<file path="src/rtl/gpr_sched_pkg.sv">
// Shared defaults, typedefs and grant-source encoding for the GPR write-back scheduler.
package gpr_sched_pkg;

   localparam int DW_DEF = 32;
   localparam int AW_DEF = 5;

   typedef logic [AW_DEF-1:0] reg_idx_t;
   typedef logic [DW_DEF-1:0] word_t;

   typedef enum logic [1:0] {
      GNT_NONE = 2'd0,
      GNT_A    = 2'd1,
      GNT_SKID = 2'd2,
      GNT_B    = 2'd3
   } gnt_src_t;

endpackage

</file>
<file path="src/rtl/gpr_scoreboard.sv">
// Pending-write scoreboard for long-latency destinations; flags RAW/WAW hazards at issue.
module gpr_scoreboard
   import gpr_sched_pkg::*;
#(
   parameter int AW = AW_DEF
) (
   input  logic          clk,
   input  logic          rst_n,
   input  logic          issue_valid,
   input  logic [AW-1:0] issue_rs,
   input  logic [AW-1:0] issue_rt,
   input  logic [AW-1:0] issue_rd,
   input  logic          issue_long,
   input  logic          stall,
   input  logic          clr_valid,
   input  logic [AW-1:0] clr_idx,
   output logic          hazard
);

   localparam int NREG = 1 << AW;

   logic [NREG-1:0] pending;
   logic            set_valid;

   assign set_valid = issue_valid && !stall && issue_long && (issue_rd != '0);
   assign hazard    = issue_valid && (pending[issue_rs] || pending[issue_rt] || pending[issue_rd]);

   // The set is written after the clear so a same-index collision leaves the bit set.
   always_ff @(posedge clk) begin
      if (!rst_n) begin
         pending <= '0;
      end else begin
         if (clr_valid) pending[clr_idx] <= 1'b0;
         if (set_valid) pending[issue_rd] <= 1'b1;
      end
   end

endmodule

</file>
<file path="src/rtl/gpr_wb_sched.sv">
// Arbitrates the single GPR write port between pipeline write-back (A) and the long unit (B).
// Optional trace output is enabled by defining GPR_SCHED_TRACE_EN.
module gpr_wb_sched
   import gpr_sched_pkg::*;
#(
   parameter int DW       = DW_DEF,
   parameter int AW       = AW_DEF,
   parameter int MAX_WAIT = 4
) (
   input  logic          clk,
   input  logic          rst_n,
   input  logic          issue_valid,
   input  logic [AW-1:0] issue_rs,
   input  logic [AW-1:0] issue_rt,
   input  logic [AW-1:0] issue_rd,
   input  logic          issue_long,
   output logic          stall,
   input  logic          a_valid,
   input  logic [AW-1:0] a_rd,
   input  logic [DW-1:0] a_data,
   input  logic          b_valid,
   input  logic [AW-1:0] b_rd,
   input  logic [DW-1:0] b_data,
   output logic          b_ready,
   output logic          gpr_we,
   output logic [AW-1:0] gpr_wsel,
   output logic [DW-1:0] gpr_wdata
);

   localparam int WCW = $clog2(MAX_WAIT + 1);

   gnt_src_t      gnt;
   logic          capture_a;
   logic [AW-1:0] sel_rd;
   logic [DW-1:0] sel_data;
   logic          skid_full;
   logic [AW-1:0] skid_rd;
   logic [DW-1:0] skid_data;
   logic [WCW-1:0] wait_cnt;
   logic          hazard;

   // Starved B outranks the pipeline; A cannot wait, so it parks in the skid instead.
   always_comb begin
      gnt       = GNT_NONE;
      capture_a = 1'b0;
      if (b_valid && (wait_cnt == WCW'(MAX_WAIT)) && !skid_full) begin
         gnt       = GNT_B;
         capture_a = a_valid;
      end else if (skid_full) begin
         gnt       = GNT_SKID;
         capture_a = a_valid;
      end else if (a_valid) begin
         gnt = GNT_A;
      end else if (b_valid) begin
         gnt = GNT_B;
      end
   end

   always_comb begin
      sel_rd   = '0;
      sel_data = '0;
      case (gnt)
         GNT_A:    begin sel_rd = a_rd;    sel_data = a_data;    end
         GNT_SKID: begin sel_rd = skid_rd; sel_data = skid_data; end
         GNT_B:    begin sel_rd = b_rd;    sel_data = b_data;    end
         default:  begin sel_rd = '0;      sel_data = '0;        end
      endcase
   end

   assign b_ready = (gnt == GNT_B);
   assign stall   = hazard || skid_full;

   // Writes to R0 are consumed but never reach the register file.
   always_ff @(posedge clk) begin
      if (!rst_n) begin
         gpr_we    <= 1'b0;
         gpr_wsel  <= '0;
         gpr_wdata <= '0;
         skid_full <= 1'b0;
         skid_rd   <= '0;
         skid_data <= '0;
         wait_cnt  <= '0;
      end else begin
         gpr_we <= (gnt != GNT_NONE) && (sel_rd != '0);
         if (gnt != GNT_NONE) begin
            gpr_wsel  <= sel_rd;
            gpr_wdata <= sel_data;
         end
         if (capture_a) begin
            skid_full <= 1'b1;
            skid_rd   <= a_rd;
            skid_data <= a_data;
         end else if (gnt == GNT_SKID) begin
            skid_full <= 1'b0;
         end
         if (!b_valid || b_ready)
            wait_cnt <= '0;
         else if (!skid_full && (wait_cnt != WCW'(MAX_WAIT)))
            wait_cnt <= wait_cnt + 1'b1;
      end
   end

   gpr_scoreboard #(.AW(AW)) u_sb (
      .clk         (clk),
      .rst_n       (rst_n),
      .issue_valid (issue_valid),
      .issue_rs    (issue_rs),
      .issue_rt    (issue_rt),
      .issue_rd    (issue_rd),
      .issue_long  (issue_long),
      .stall       (stall),
      .clr_valid   (b_valid && b_ready),
      .clr_idx     (b_rd),
      .hazard      (hazard)
   );

`ifdef GPR_SCHED_TRACE_EN
   gnt_src_t src_q;
   logic     stall_q;

   always_ff @(posedge clk) begin
      if (!rst_n) begin
         src_q   <= GNT_NONE;
         stall_q <= 1'b0;
      end else begin
         src_q   <= gnt;
         stall_q <= stall;
      end
   end

   always @(posedge clk) begin
      if (rst_n && gpr_we)
         $display("WB[%s] R[%02d]=%08h",
                  (src_q == GNT_A) ? "A" : (src_q == GNT_SKID) ? "SKID" : "B",
                  gpr_wsel, gpr_wdata);
      if (rst_n && stall && !stall_q)
         $display("STALL pending=%h", u_sb.pending);
   end
`endif

endmodule
</file>
<file path="config.mk">
export PLATFORM = sky130hd
export DESIGN_NAME = gpr_wb_sched
export DESIGN_NICKNAME = d
export VERILOG_FILES = /design/src/rtl/gpr_sched_pkg.sv /design/src/rtl/gpr_scoreboard.sv /design/src/rtl/gpr_wb_sched.sv
export SDC_FILE = /design/constraint.sdc
export NUM_CORES = 1
export LEC_CHECK = 0
export ABC_AREA = 1
export CAP_MARGIN = 10
export CELL_PAD_IN_SITES_DETAIL_PLACEMENT = 0
export CELL_PAD_IN_SITES_GLOBAL_PLACEMENT = 1
export CORE_AREA = 2 2 82 163
export CTS_CLUSTER_DIAMETER = 120
export DETAILED_ROUTE_END_ITERATION = 10
export DIE_AREA = 0 0 84 165
export DONT_BUFFER_PORTS = 1
export PLACE_DENSITY = 0.81
export SKIP_LAST_GASP = 1
export SLEW_MARGIN = 40
export SYNTH_ARGS = -nofsm -noshare
export SYNTH_HDL_FRONTEND = slang
export SYNTH_HIERARCHICAL = 1
export SYNTH_SLANG_ARGS = --single-unit
export TNS_END_PERCENT = 10
</file>
<file path="constraint.sdc">
create_clock -name clk -period 5.6 [get_ports clk]
set_clock_uncertainty 0.2 [all_clocks]
set_input_delay 0.84 -clock clk [delete_from_list [all_inputs] [get_ports clk]]
set_output_delay 0.84 -clock clk [all_outputs]
set_load 0.005 [all_outputs]
</file>
Word-level counts from Yosys, hierarchy flattened
Index checks and enable logic that the tools add are counted.
- bits in registers: 111
- input bits: 95
- output and inout bits: 40
- word-level logic and storage cells: 70
- add/subtract/negate cells: 1
- $lt $le $gt $ge: 6
- equality and inequality tests: 5
- multiplexer cells: 23
- bitwise operators: 4
- reduce and logical (&&, ||, !) cells: 23
- operator list (operator ; number):
    two-way mux 32 bit ; 3
    one-hot mux 32 bit (3 select lines) ; 1
    bitwise AND 32 bit ; 1
    inverter 32 bit ; 1
    OR 32 bit ; 1
    less-than comparator 5 x 6 -> 1 bit, second input constant ; 4
    binary-select mux 1 bit (select 5 bit) ; 3
    one-hot mux 5 bit (3 select lines) ; 1
    logical AND 1 bit ; 11
    demux 1 bit (select 5 bit) ; 2
    >= comparator 5 x 1 -> 1 bit, second input constant ; 2
    nonzero test 5 bit ; 2
    two-way mux 1 bit ; 9
    two-way mux 2 bit ; 4
    equality test 2 bit, second input constant ; 2
    logical OR 1 bit ; 4
    nonzero test 2 bit ; 2
    adder 3 x 1 -> 3 bit, second input constant ; 1
    equality test 3 bit, second input constant ; 1
    logical NOT 1 bit ; 3
    != test 3 bit, second input constant ; 1
    equality test 2 x 1 -> 1 bit, second input constant ; 1
    OR reduction 2 bit ; 1
    inverter 1 bit ; 1

Depth between registers and ports, before layout
- word-level depth: 11
- depth in mapped cells: 20
- mapped depth without buffers: 19

Cells and area by module
The synthesis kept the hierarchy.
- modules (own cells, without submodules) (module ; times used ; cells an instance ; area each (um^2) ; sequential area each (um^2)):
    gpr_wb_sched ; 1 ; 466 ; 3399.5 ; 1581.5
    gpr_scoreboard ; 1 ; 428 ; 2421.1 ; 640.6

Worst setup path after synthesis
Ideal clock, no wire load.
- path type: input to output
- from: in issue_rs[0]
- to: out stall
- arrival time: 1.973 ns
- required time: 4.560 ns
- setup slack: 2.587 ns
- stages on the path: 12
- path buffers: 2
- path through: buf_2 buf_2 nand2_1 nand3_1 o21ai_0 nand2_1 nand3_1 nand3_1 nand3_1 nor2_1 nor2_1 or2_2
- cells in the longest elaborated chain, start to end: 6
- ends and longest elaborated chain (what ; line ; RTL):
    start, declared ; gpr_wb_sched.sv:13 ; input logic [AW-1:0] issue_rs,
    binary-select mux 1 bit (select 5 bit) ; gpr_scoreboard.sv:26 ; assign hazard = issue_valid && (pending[issue_rs] || pending[issue_rt] || pending[issue_rd]);
    two-way mux 1 bit (not written as such) ; gpr_scoreboard.sv:26 ;
    logical OR 1 bit (2 in series) ; gpr_scoreboard.sv:26 ;
    logical AND 1 bit ; gpr_scoreboard.sv:26 ;
    net hazard ; gpr_wb_sched.sv:40 ; logic hazard;
    logical OR 1 bit ; gpr_wb_sched.sv:71 ; assign stall = hazard || skid_full;
    end, declared ; gpr_wb_sched.sv:17 ; output logic stall,
The timed path passes the listed nets, and every way through them passes these cells. The select of a mux whose other input is x is not followed.

Worst setup path after layout
- from: in issue_rt[0]
- to: reg u_sb.pending[18]
- cells in the longest elaborated chain, start to end: 11
- ends and longest elaborated chain (what ; line ; RTL):
    start, declared ; gpr_wb_sched.sv:14 ; input logic [AW-1:0] issue_rt,
    binary-select mux 1 bit (select 5 bit) ; gpr_scoreboard.sv:26 ;
    two-way mux 1 bit (not written as such) ; gpr_scoreboard.sv:26 ;
    logical OR 1 bit (2 in series) ; gpr_scoreboard.sv:26 ;
    logical AND 1 bit ; gpr_scoreboard.sv:26 ;
    net hazard ; gpr_wb_sched.sv:40 ;
    logical OR 1 bit ; gpr_wb_sched.sv:71 ;
    net stall ; gpr_wb_sched.sv:17 ;
    logical NOT 1 bit ; gpr_scoreboard.sv:25 ; assign set_valid = issue_valid && !stall && issue_long && (issue_rd != '0);
    logical AND 1 bit (3 in series) ; gpr_scoreboard.sv:25 ;
    two-way mux 32 bit ; gpr_scoreboard.sv:34 ; if (set_valid) pending[issue_rd] <= 1'b1;
    end signal, assigned ; gpr_scoreboard.sv:31 ; pending <= '0;
    end signal, assigned by index ; gpr_scoreboard.sv:33 ; if (clr_valid) pending[clr_idx] <= 1'b0;
    end signal, assigned by index ; gpr_scoreboard.sv:34 ;
    end, declared ; gpr_scoreboard.sv:22 ; logic [NREG-1:0] pending;
The timed path passes the listed nets, and every way through them passes these cells. The select of a mux whose other input is x is not followed.
A chain may end at the register's enable or synchronous reset.

==> results.toml <==
[run_status]
status = "complete, no violations"

[setup_path]
critPathLaunchType = "input port"
end_kind = "flop"
worst-setup-path-type = "input port to flop"
path_buf_inv = 1
max_stage_delay_ps = 550
critPathRequiredTime_ps = 5670
critPathMaxFanout = 24
crit_family = "simple AND/OR/NAND/NOR gates"
cp.arrival_ps = 3480
cp_slowest_cell = "nor3_2"
crit_top_cell = "nand2_1"
worstPathCellList = "inv_1 > o21ai_0 > nand3_1 > nand3_1 > nand2_1 > nand2_1 > nand2_1 > nor2_1 > nor2_1 > or2_2 > nor2_1 > nand2_1 > nor3_2 > nand2_1 > a21oi_1"

[final_layout]
stdcell_count = 1017
antenna_cells = 0
nFillCells = 1367
register_area_um2 = 2220
layout-drive-gt1-share = 0.0507
area_growth_pct = 4.43
multi_input_area_um2 = 2960
nets = 959

[yosys]
synth_ff_type = "dfxtp_1"
syn_area_um2 = 5820
yosysWarnings = 6
yosysTopAreaCellShare = 0.382
ys_ff_latch = 111
avgSynthCellArea_um2 = 6.51
yosys-top-cells-area = "dfxtp_1, nand2_1, a21oi_1"
synth-edff-count = 0
async_flop_share = 0
synth_top_area_cell = "dfxtp_1"
ys_types = 30
syn-num-nets = 991
synthCells = 894
yosysSeqAreaShare = 0.382

[min_path]
hold_class = "flop to flop"

[floorplan]
pin_count = 135
dieArea_um2 = 13900
initial_core_util = 0.464
fp-row-count = 58
die_w_um = 84
coreArea_um2 = 12600
die_h_um = 165

[clock_network]
clock_latency_ps = 340
cts_tree = "yes"
cts_root_buf = "clkbuf_16"
clock_path_buffers = 2
clk_pin_slew_ps = 70
htreeDepth = 3
cts_setup_buffers = 0
cts_sinks = 111
hold_buffers = 0
cts-resized-gates = 0
cts_made_buffers = 9

[power]
pwr_density_cell_nw_per_um2 = 269
p_leak_uw = 0.00235
ir_drop_mv = 0.208

[global_routing]
grt.overflow.total = 0
grt_util_met2 = 0.523
antenna_found_initial = 0
grt_most_used_layer = "met2"
grt_util_met3 = 0.0495
grt_pass1_wl_um = 30300
grt_max_degree = 56
grt_pass1_vias = 5880
grt_use_total = 0.283
use_met1 = 0.251

[place]
hpwl_um = 15100
port_buffers = 0
gp_congestion = 1.02
dp.cells = 1001
dp_slack_ps = 1940

[timing]
fin_crit_sh = 0.609
worst_pin_slew_ps = 806
fmax_ghz = 0.293
fin_ws_ps = 2190
rsz0062_at_grt = "no"
slew_headroom = 0.458
maxSlewViolCount = 0
post-route-min-period_ps = 3410
final-hold-violation-count = 0
finalSetupTns_ps = 0
finalSetupViolCount = 0

[detailed_routing]
wl_um = 19500
antenna_left = 0
viasPerCell = 5.75
drc = 0
via_count = 5844
drtIter0Drc = 315
drtPass1Iterations = 5
wire_per_inst_um = 19.2

[flow_run]
maxCapViolCount = 0
[cell usage in the layout (no fill, tap or decap), drive strengths merged, types with 8 or more instances in the layout]
cell type	instances
o21ai	115
dfxtp	111
o211ai	8
inv	98
a21oi	142
nor2	33
nor3	11
clkbuf	10
nand2	259
nand3	58
[synth_stat cells, types with 6 or more instances]
| cell | n |
|---|---|
| a21oi_1 | 141 |
| buf_2 | 18 |
| buf_6 | 7 |
| clkbuf_1 | 16 |
| dfxtp_1 | 111 |
| inv_1 | 87 |
| inv_2 | 8 |
| nand2_1 | 255 |
| nand3_1 | 57 |
| nor2_1 | 32 |
| nor3_1 | 6 |
| o211ai_1 | 8 |
| o21ai_0 | 53 |
| o21ai_1 | 62 |
[worst min-delay path, stage by stage, from the launching register on]
cell	delay, ps
dfxtp_1	300
inv_1	60
a21oi_1	50
[sequential cells by signal, indices dropped and copies added (netlist names)]
signal        cells
gpr_wdata        32
gpr_we            1
gpr_wsel          5
skid_data        32
skid_full         1
skid_rd           5
u_sb/pending     32
wait_cnt          3
[metrics by stage]
| stage | hold slack (ps) | util | power [uW] | cell area, um^2 |
|---|---|---|---|---|
| 3_5_place_dp | 243 | 0.459 | 985 | 5760 |
| 2_1_floorplan | 225 | - | 964 | 5820 |
| 3_3_place_gp | 238 | 0.459 | 982 | 5760 |
| 6_report | 250 | 0.484 | 1640 | 6080 |
| 4_1_cts | 254 | 0.484 | 1650 | 6080 |
| 5_1_grt | 272 | 0.484 | 1700 | 6080 |
[power breakdown]
part	switching (uW)	leakage (uW)	total (uW)	internal [uW]
logic	96.8	0.00129	142	44.9
registers	16.6	0.000903	826	809
clock network	301	0.000157	669	368
[routing by layer]
layer,up-vias,wire [um]
li1,2862,-
met5,-,0
met1,2660,6250
met2,232,10200
met4,0,1980
met3,90,1070
[worst paths after layout]
path / startpoint / endpoint / slack, ps / cells past startpoint
min: skid_data[4] / skid_data[4] / 250 / 2
max: issue_rt[0] / u_sb/pending[18] / 2190 / 15
min reg2reg: skid_data[4] / skid_data[4] / 250 / 2
max reg2reg: u_sb/pending[12] / u_sb/pending[18] / 2390 / 18
[logic make-up (layout without fill, tap and decap cells)]
group                      Yosys count  count (layout)  share of synthesized area
and+or+nand+nor                    370             370                      0.269
DFF                                111             111                      0.382
AOI/OAI and AO/OA                  266             266                      0.233
xor gates and xnor gates             1               1                    0.00151
adders and majority gates            2               2                    0.00430
buffers and inverters              144             117                      0.110
[layout make-up]
cell class,count,share of cell area
clock buffer,10,0.0393
clock inverter,6,0.0124
inverter,98,0.0613
multi-input combinational,639,0.487
sequential,111,0.366
tap,150,0.0309
timing repair buffer,3,0.00371
Note: power is estimated with default switching activity, not from simulation.
